**config.mk**
```make
export PLATFORM = sky130hd
export DESIGN_NAME = regfile_arbiter_flat
export DESIGN_NICKNAME = d
export VERILOG_FILES = /design/src/rtl/regfile_arbiter_if.sv /design/src/rtl/regfile_arbiter.sv /design/src/flat_wrapper.sv
export SDC_FILE = /design/constraint.sdc
export NUM_CORES = 1
export LEC_CHECK = 0
export CORE_ASPECT_RATIO = 0.8
export CORE_MARGIN = 3
export CORE_UTILIZATION = 29
export CTS_CLUSTER_DIAMETER = 40
export DETAILED_ROUTE_END_ITERATION = 8
export PLACE_DENSITY = 0.84
export SLEW_MARGIN = 25
export SYNTH_ARGS = -nofsm -noshare
export SYNTH_HDL_FRONTEND = slang
export SYNTH_SLANG_ARGS = --single-unit
```
**constraint.sdc**
```tcl
create_clock -name clk -period 2.22 [get_ports clk]
set_input_delay 0.444 -clock clk [delete_from_list [all_inputs] [get_ports clk]]
set_output_delay 0.444 -clock clk [all_outputs]
set_load 0.1 [all_outputs]
```
**src/rtl/regfile_arbiter_if.sv**
```systemverilog
// Requester and memory-port bundle for the register-file arbiter.
// Handshake: a requester holds req/we/addr/wdata stable until it sees gnt high
// in the same cycle; gnt means the transaction is issued that cycle, and a read
// returns rvalid/rdata exactly one cycle later.
interface regfile_arbiter_if;
  logic       req0;
  logic       req1;
  logic       we0;
  logic       we1;
  logic [3:0] addr0;
  logic [3:0] addr1;
  logic [7:0] wdata0;
  logic [7:0] wdata1;
  logic       gnt0;
  logic       gnt1;
  logic       rvalid0;
  logic       rvalid1;
  logic [7:0] rdata0;
  logic [7:0] rdata1;
  logic       mem_we;
  logic [3:0] mem_regsel;
  logic [7:0] mem_datatowrite;
  logic [7:0] mem_readdata;

  modport slave (
    input  req0, req1, we0, we1, addr0, addr1, wdata0, wdata1, mem_readdata,
    output gnt0, gnt1, rvalid0, rvalid1, rdata0, rdata1,
           mem_we, mem_regsel, mem_datatowrite
  );

  modport master (
    output req0, req1, we0, we1, addr0, addr1, wdata0, wdata1, mem_readdata,
    input  gnt0, gnt1, rvalid0, rvalid1, rdata0, rdata1,
           mem_we, mem_regsel, mem_datatowrite
  );
endinterface

```
**src/rtl/regfile_arbiter.sv**
```systemverilog
// Two-requester round-robin arbiter for a 16 x 8 register file, with a
// full-memory clear sweep after reset or on a clr_start pulse.
module regfile_arbiter #(
  parameter logic [7:0] CLEAR_VAL = 8'h00
) (
  input  logic               clk,
  input  logic               rst,
  input  logic               clr_start,
  output logic               clr_busy,
  output logic               o_dbg_state,
  regfile_arbiter_if.slave   bus
);

  typedef enum logic {S_SERVE = 1'b0, S_CLEAR = 1'b1} state_t;

  state_t     r_state;
  logic [3:0] r_cnt;
  logic       r_last;
  logic       r_rvalid0;
  logic       r_rvalid1;

  logic       w_gnt0;
  logic       w_gnt1;
  logic       w_mem_we;
  logic [3:0] w_mem_regsel;
  logic [7:0] w_mem_data;

  // r_last = 1 means requester 1 was served most recently, so 0 wins a tie.
  always_comb begin
    w_gnt0 = 1'b0;
    w_gnt1 = 1'b0;
    if (!rst && r_state == S_SERVE) begin
      if (bus.req0 && bus.req1) begin
        w_gnt0 = r_last;
        w_gnt1 = ~r_last;
      end else begin
        w_gnt0 = bus.req0;
        w_gnt1 = bus.req1;
      end
    end
  end

  always_comb begin
    w_mem_we     = 1'b0;
    w_mem_regsel = 4'd0;
    w_mem_data   = 8'h00;
    if (!rst && r_state == S_CLEAR) begin
      w_mem_we     = 1'b1;
      w_mem_regsel = r_cnt;
      w_mem_data   = CLEAR_VAL;
    end else if (w_gnt0) begin
      w_mem_we     = bus.we0;
      w_mem_regsel = bus.addr0;
      w_mem_data   = bus.wdata0;
    end else if (w_gnt1) begin
      w_mem_we     = bus.we1;
      w_mem_regsel = bus.addr1;
      w_mem_data   = bus.wdata1;
    end
  end

  always_ff @(posedge clk) begin
    if (rst) begin
      r_state   <= S_CLEAR;
      r_cnt     <= 4'd0;
      r_last    <= 1'b1;
      r_rvalid0 <= 1'b0;
      r_rvalid1 <= 1'b0;
    end else begin
      r_rvalid0 <= w_gnt0 & ~bus.we0;
      r_rvalid1 <= w_gnt1 & ~bus.we1;
      case (r_state)
        S_CLEAR: begin
          // Counter wraps to 0 on the last sweep cycle, ready for the next sweep.
          r_cnt <= r_cnt + 4'd1;
          if (r_cnt == 4'd15) r_state <= S_SERVE;
        end
        default: begin
          if (w_gnt0) r_last <= 1'b0;
          if (w_gnt1) r_last <= 1'b1;
          if (clr_start) begin
            r_state <= S_CLEAR;
            r_cnt   <= 4'd0;
          end
        end
      endcase
    end
  end

  assign clr_busy            = rst || (r_state == S_CLEAR);
  assign o_dbg_state         = r_state;
  assign bus.gnt0            = w_gnt0;
  assign bus.gnt1            = w_gnt1;
  assign bus.rvalid0         = r_rvalid0;
  assign bus.rvalid1         = r_rvalid1;
  assign bus.rdata0          = bus.mem_readdata;
  assign bus.rdata1          = bus.mem_readdata;
  assign bus.mem_we          = w_mem_we;
  assign bus.mem_regsel      = w_mem_regsel;
  assign bus.mem_datatowrite = w_mem_data;

endmodule

```
**src/flat_wrapper.sv**
```systemverilog
// flat-port wrapper written by rule: the top's interface ports become plain ports
module regfile_arbiter_flat 
#(
  parameter logic [7:0] CLEAR_VAL = 8'h00
)
  (clk, rst, clr_start, clr_busy, o_dbg_state, bus_req0, bus_req1, bus_we0, bus_we1, bus_addr0, bus_addr1, bus_wdata0, bus_wdata1, bus_mem_readdata, bus_gnt0, bus_gnt1, bus_rvalid0, bus_rvalid1, bus_rdata0, bus_rdata1, bus_mem_we, bus_mem_regsel, bus_mem_datatowrite);
  regfile_arbiter_if bus_i ();
  input  logic clk;
  input  logic rst;
  input  logic clr_start;
  output logic clr_busy;
  output logic o_dbg_state;
  input wire logic [$bits(bus_i.req0)-1:0] bus_req0;
  input wire logic [$bits(bus_i.req1)-1:0] bus_req1;
  input wire logic [$bits(bus_i.we0)-1:0] bus_we0;
  input wire logic [$bits(bus_i.we1)-1:0] bus_we1;
  input wire logic [$bits(bus_i.addr0)-1:0] bus_addr0;
  input wire logic [$bits(bus_i.addr1)-1:0] bus_addr1;
  input wire logic [$bits(bus_i.wdata0)-1:0] bus_wdata0;
  input wire logic [$bits(bus_i.wdata1)-1:0] bus_wdata1;
  input wire logic [$bits(bus_i.mem_readdata)-1:0] bus_mem_readdata;
  output wire logic [$bits(bus_i.gnt0)-1:0] bus_gnt0;
  output wire logic [$bits(bus_i.gnt1)-1:0] bus_gnt1;
  output wire logic [$bits(bus_i.rvalid0)-1:0] bus_rvalid0;
  output wire logic [$bits(bus_i.rvalid1)-1:0] bus_rvalid1;
  output wire logic [$bits(bus_i.rdata0)-1:0] bus_rdata0;
  output wire logic [$bits(bus_i.rdata1)-1:0] bus_rdata1;
  output wire logic [$bits(bus_i.mem_we)-1:0] bus_mem_we;
  output wire logic [$bits(bus_i.mem_regsel)-1:0] bus_mem_regsel;
  output wire logic [$bits(bus_i.mem_datatowrite)-1:0] bus_mem_datatowrite;
  assign bus_i.req0 = bus_req0;
  assign bus_i.req1 = bus_req1;
  assign bus_i.we0 = bus_we0;
  assign bus_i.we1 = bus_we1;
  assign bus_i.addr0 = bus_addr0;
  assign bus_i.addr1 = bus_addr1;
  assign bus_i.wdata0 = bus_wdata0;
  assign bus_i.wdata1 = bus_wdata1;
  assign bus_i.mem_readdata = bus_mem_readdata;
  assign bus_gnt0 = bus_i.gnt0;
  assign bus_gnt1 = bus_i.gnt1;
  assign bus_rvalid0 = bus_i.rvalid0;
  assign bus_rvalid1 = bus_i.rvalid1;
  assign bus_rdata0 = bus_i.rdata0;
  assign bus_rdata1 = bus_i.rdata1;
  assign bus_mem_we = bus_i.mem_we;
  assign bus_mem_regsel = bus_i.mem_regsel;
  assign bus_mem_datatowrite = bus_i.mem_datatowrite;
  regfile_arbiter #(.CLEAR_VAL(CLEAR_VAL)) u_core (.clk(clk), .rst(rst), .clr_start(clr_start), .clr_busy(clr_busy), .o_dbg_state(o_dbg_state), .bus(bus_i));
endmodule
```
### Word level (Yosys, flattened, before mapping)

Index checks and enable logic that the tools add are counted.

* flip-flop bits (word level): 8
* word-level logic and storage cells: 41

* bitwise logic cells: 6
* muxes and demuxes: 20
* reductions and logical operators: 8
* $add $sub $neg: 1
* equal/unequal tests: 1

Operators by type and width (count)
* two-way mux 8 bit: 3
* two-way mux 4 bit: 5
* two-way mux 1 bit: 12
* adder 4 x 1 -> 4 bit (second input constant): 1
* == test 4 bit (second input constant): 1
* NOT 1 bit: 4
* nonzero test 2 bit: 2
* logical AND 1 bit: 3
* AND 1 bit: 2
* AND reduction 2 bit: 1
* zero test 1 bit: 1
* logical OR 1 bit: 1

### Logic depth before layout (Yosys ltp)

* word-level depth: 6
* depth in mapped cells: 6

### Least setup slack after synthesis

Ideal clock, no wire load.

* path kind: register to output
* from: reg u_core.r_state, in the netlist u_core.o_dbg_state
* to: out bus_mem_datatowrite[0]
* data arrival time: 2253 ps
* cell stages (with the launch flop): 6
* buffers on the path: 2
* required time: 1776 ps
* path slack: -477 ps
* cells stage by stage: dfxtp_1 > nor2_1 > and3_1 > buf_2 > buf_6 > a22o_1

* elaborated cells between the ends (all ways): 8
* those cells by class: 5 x mux; 1 x bitwise; 2 x reduce/logical

RTL lines
* start: declaration: RTL line regfile_arbiter.sv:16 `state_t r_state;`
* start signal: assignment: RTL line regfile_arbiter.sv:64 `r_state <= S_CLEAR;`
* start signal: assignment: RTL line regfile_arbiter.sv:76 `if (r_cnt == 4'd15) r_state <= S_SERVE;`
* start signal: assignment: RTL line regfile_arbiter.sv:82 `r_state <= S_CLEAR;`
* NOT 1 bit (no source line)
* logical AND 1 bit: RTL line regfile_arbiter.sv:32 `if (!rst && r_state == S_SERVE) begin`
* two-way mux 1 bit: RTL line regfile_arbiter.sv:32
* named net bus_gnt0: RTL line flat_wrapper.sv:22 `output wire logic [$bits(bus_i.gnt0)-1:0] bus_gnt0;`
* two-way mux 8 bit: RTL line regfile_arbiter.sv:51 `end else if (w_gnt0) begin`
* two-way mux 8 bit: RTL line regfile_arbiter.sv:47 `if (!rst && r_state == S_CLEAR) begin`
* end: declaration: RTL line flat_wrapper.sv:30 `output wire logic [$bits(bus_i.mem_datatowrite)-1:0] bus_mem_datatowrite;`

The timed path passes the listed nets, and every way through them passes these cells.

### Worst setup path after layout

* from: in rst
* to: out bus_mem_we

* longest elaborated chain between the ends: 6
* elaborated cells between the ends (all ways): 8
* those cells by class: 5 x mux; 3 x reduce/logical

RTL lines
* start: declaration: RTL line flat_wrapper.sv:9 `input logic rst;`
* zero test 1 bit (*): RTL line regfile_arbiter.sv:32, regfile_arbiter.sv:47
* logical AND 1 bit: RTL line regfile_arbiter.sv:32
* two-way mux 1 bit: RTL line regfile_arbiter.sv:32
* two-way mux 1 bit: RTL line regfile_arbiter.sv:55 `end else if (w_gnt1) begin`
* two-way mux 1 bit: RTL line regfile_arbiter.sv:51
* two-way mux 1 bit (*): RTL line regfile_arbiter.sv:47
* end: declaration: RTL line flat_wrapper.sv:28 `output wire logic [$bits(bus_i.mem_we)-1:0] bus_mem_we;`

Mark *: on every way between the ends. The rest lies on a longest branch, timed or not.

==> flow_metrics.tcl <==
set metrics [dict create \
    status "complete, no violations" \
    first_pass_iters 4 \
    first_global_vias 705 \
    cap_violations 0 \
    antenna_cells 0 \
    ys.flop_type "dfxtp_1" \
    fin_util_pct 63.2 \
    fin_skew_ns 0.00169 \
    ant_nets 0 \
    numCtsBuffers 3 \
    htreeDepth 1 \
    r2r-end "u_core.bus.rvalid1$_SDFF_PP0_" \
    cp.arrival_ns 1.71 \
    cts_tree "yes" \
    io_buffers 49 \
    slew-limit-headroom_pct 79.8 \
    yosysWarnings 0 \
    num_rows 14 \
    ctsHoldBuffers 0 \
    overflow 0 \
    min_path_type "reg -> reg" \
    clkTransAtPathRegs_ns 0.05 \
    die-area_mm2 0.00292 \
    leakage_nw 0.526 \
    vias 704 \
    avgSynthCellArea_um2 8.81 \
    fin_crit_sh_pct 96.9 \
    fill_cells 168 \
    rsz0062_at_grt "no" \
    area_delta_synth_final_pct 92.0 \
    finalWeightedCongestion 0.726 \
    drt_iter0_drc 25 \
    postSynthCellCount 76 \
    post-cts-setup-buffer-count 0 \
    cp-end-kind "output port" \
    rrSetupSlack_ns 1.08 \
    vdd_ir_drop_max_uv 338 \
    grtUsageTotal_pct 17.6 \
    critPathCapture "bus_mem_we" \
    required_ns 1.78 \
    worstSetupStartpointType "input port" \
    drv_slew 0 \
    finalHoldViolCount 0 \
    hpwl_um 2110 \
    combPwrFrac_pct 33.1 \
    synth_cell_types 27 \
    pwr-share-seq_pct 39.5 \
    max_freq_ghz 0.465 \
    async_flop_share_pct 0 \
    grt_max_degree 16 \
    hold_slack_ns 0.534 \
    fp.dieH_um 49.0 \
    setup.worst_path.start "rst" \
    power-per-cell-area_mw_per_mm2 304 \
    synth_edf_count 0 \
    layout_common_cells "clkdlybuf4s50_1 (27), buf_12 (16), a22o_2 (8), buf_4 (8), dfxtp_1 (7)" \
    initial_core_util_pct 32.9 \
    p_int_mw 0.283 \
    synth_fp_nets 116 \
    r2r-start "u_core.r_last$_SDFFE_PP1P_" \
    worstMarginPinSlew_ns 0.302 \
    drt_wl_total_um 2510 \
    drcViolationCount 0 \
    coreArea_mm2 0.00203 \
    cts-root-buf "clkbuf_4" \
    cp_max_fo 6 \
    syn_area_um2 669 \
    die_w_um 59.7 \
    grt_pass1_wl_um 3770 \
    antenna_found_initial 0 \
    cts_buffer_depth 2 \
    wl_per_cell_um 18.2 \
    r2r_cells 3 \
    viasPerCell 5.10 \
    min_period_ns 2.15 \
    fin_nets 156 \
    pin_count 74 \
    drive_gt1_share_pct 43.0 \
    final_common_cell "clkdlybuf4s50_1" \
    crit_type "in -> out" \
    clkLatencyLatePin_ns 0.25 \
    power_frac_clock_pct 27.4 \
    clock_sinks 8 \
    p_switching_mw 0.107 \
    switching_share_pct 27.5 \
    ys_seq_area_share_pct 23.9 \
    ys_ff_latch 8 \
    final-setup-viol-count 0 \
]
==> flip-flops by register name, summed over array words and instances, names as in the netlist <==
| name | flops |
|---|---|
| u_core.bus.rvalid0 | 1 |
| u_core.bus.rvalid1 | 1 |
| u_core.o_dbg_state | 1 |
| u_core.r_cnt | 4 |
| u_core.r_last | 1 |
==> worst min path at each step <==
| stage | slack (ns) | startpoint | depth (start not counted) | end |
|---|---|---|---|---|
| after floorplan | 0.48 | u_core.r_cnt[2]$_SDFFE_PP0P_ | 1 | u_core.r_cnt[2]$_SDFFE_PP0P_ |
| after global placement | 0.51 | u_core.r_cnt[2]$_SDFFE_PP0P_ | 1 | u_core.r_cnt[2]$_SDFFE_PP0P_ |
| after detailed placement | 0.51 | u_core.r_cnt[3]$_SDFFE_PP0P_ | 2 | u_core.r_cnt[3]$_SDFFE_PP0P_ |
| after CTS | 0.52 | u_core.r_cnt[3]$_SDFFE_PP0P_ | 2 | u_core.r_cnt[3]$_SDFFE_PP0P_ |
| after global routing | 0.55 | u_core.r_cnt[3]$_SDFFE_PP0P_ | 2 | u_core.r_cnt[3]$_SDFFE_PP0P_ |
| final | 0.53 | u_core.r_cnt[2]$_SDFFE_PP0P_ | 1 | u_core.r_cnt[2]$_SDFFE_PP0P_ |
==> timing repair <==
item / 4_1_cts / 5_1_grt
pin swaps: 5 / 1
cloned: 1 / 0
resized for setup: 6 / 2
setup endpoints to repair: 15 / 11
==> kinds of logic (layout without fill, tap and decap cells) <==
logic type	Yosys count	after routing	synth area share [%]
buf+inv	23	60	26.2
compound gates	21	21	26.9
fa+ha+maj	1	1	1.87
mux	1	1	1.50
flops	8	8	23.9
simple gates	22	23	19.6
==> power groups by stage <==
| stage | Clock (mW) | Sequential, mW | Combinational (mW) |
|---|---|---|---|
| 2_1_floorplan | 0 | 0.155 | 0.184 |
| 3_3_place_gp | 0 | 0.157 | 0.125 |
| 3_5_place_dp | 0 | 0.157 | 0.128 |
| 4_1_cts | 0.112 | 0.154 | 0.129 |
| 5_1_grt | 0.124 | 0.155 | 0.135 |
| 6_report | 0.107 | 0.154 | 0.129 |
==> critical path, stage by stage <==
cell and delay [ns]:
dlygate4sd2_1 0.30, a211oi_4 0.33, and2_4 0.26, a221o_2 0.19
buf_12 0.17
==> metal layers <==
layer,GRT usage (%),wire length [um]
met5,0,0
met1,22.7,1050
met2,27.3,1220
met4,4.80,38
met3,6.35,213
==> per-stage QoR <==
step	total power [mW]	TNS, ns	std cells	cell area (um2)	setup WS [ns]
after floorplan	0.339	0	76	687	0.0408
after global placement	0.282	-2.05	134	1240	-0.184
after detailed placement	0.285	-2.50	134	1240	-0.209
after CTS	0.395	0	138	1280	0.000277
after global routing	0.415	0	138	1280	0.0229
final	0.391	0	138	1280	0.0686
==> layout make-up <==
class,count,area (um2),share of cell area [%]
clock buffer,3,22.5,1.75
inverter,2,7.51,0.584
multi-input combinational,46,372,28.9
sequential,8,161,12.6
tap,24,30.0,2.34
timing repair buffer,55,692,53.8
==> cells in the mapped netlist, types with 2 or more instances <==
| master | instances | area share (%) |
|---|---|---|
| and3_1 | 2 | 1.9 |
| a221o_1 | 6 | 9.0 |
| nand2b_1 | 2 | 1.9 |
| nand3_1 | 2 | 1.5 |
| nor2_1 | 5 | 2.8 |
| inv_1 | 2 | 1.1 |
| a21oi_1 | 3 | 2.2 |
| buf_4 | 16 | 18 |
| buf_2 | 2 | 1.5 |
| a22o_1 | 8 | 10 |
| nor2b_1 | 2 | 1.9 |
| and3_2 | 3 | 3.4 |
| dfxtp_1 | 8 | 24 |
| buf_6 | 2 | 3.4 |
No activity file was read; power rests on OpenSTA's default activity.
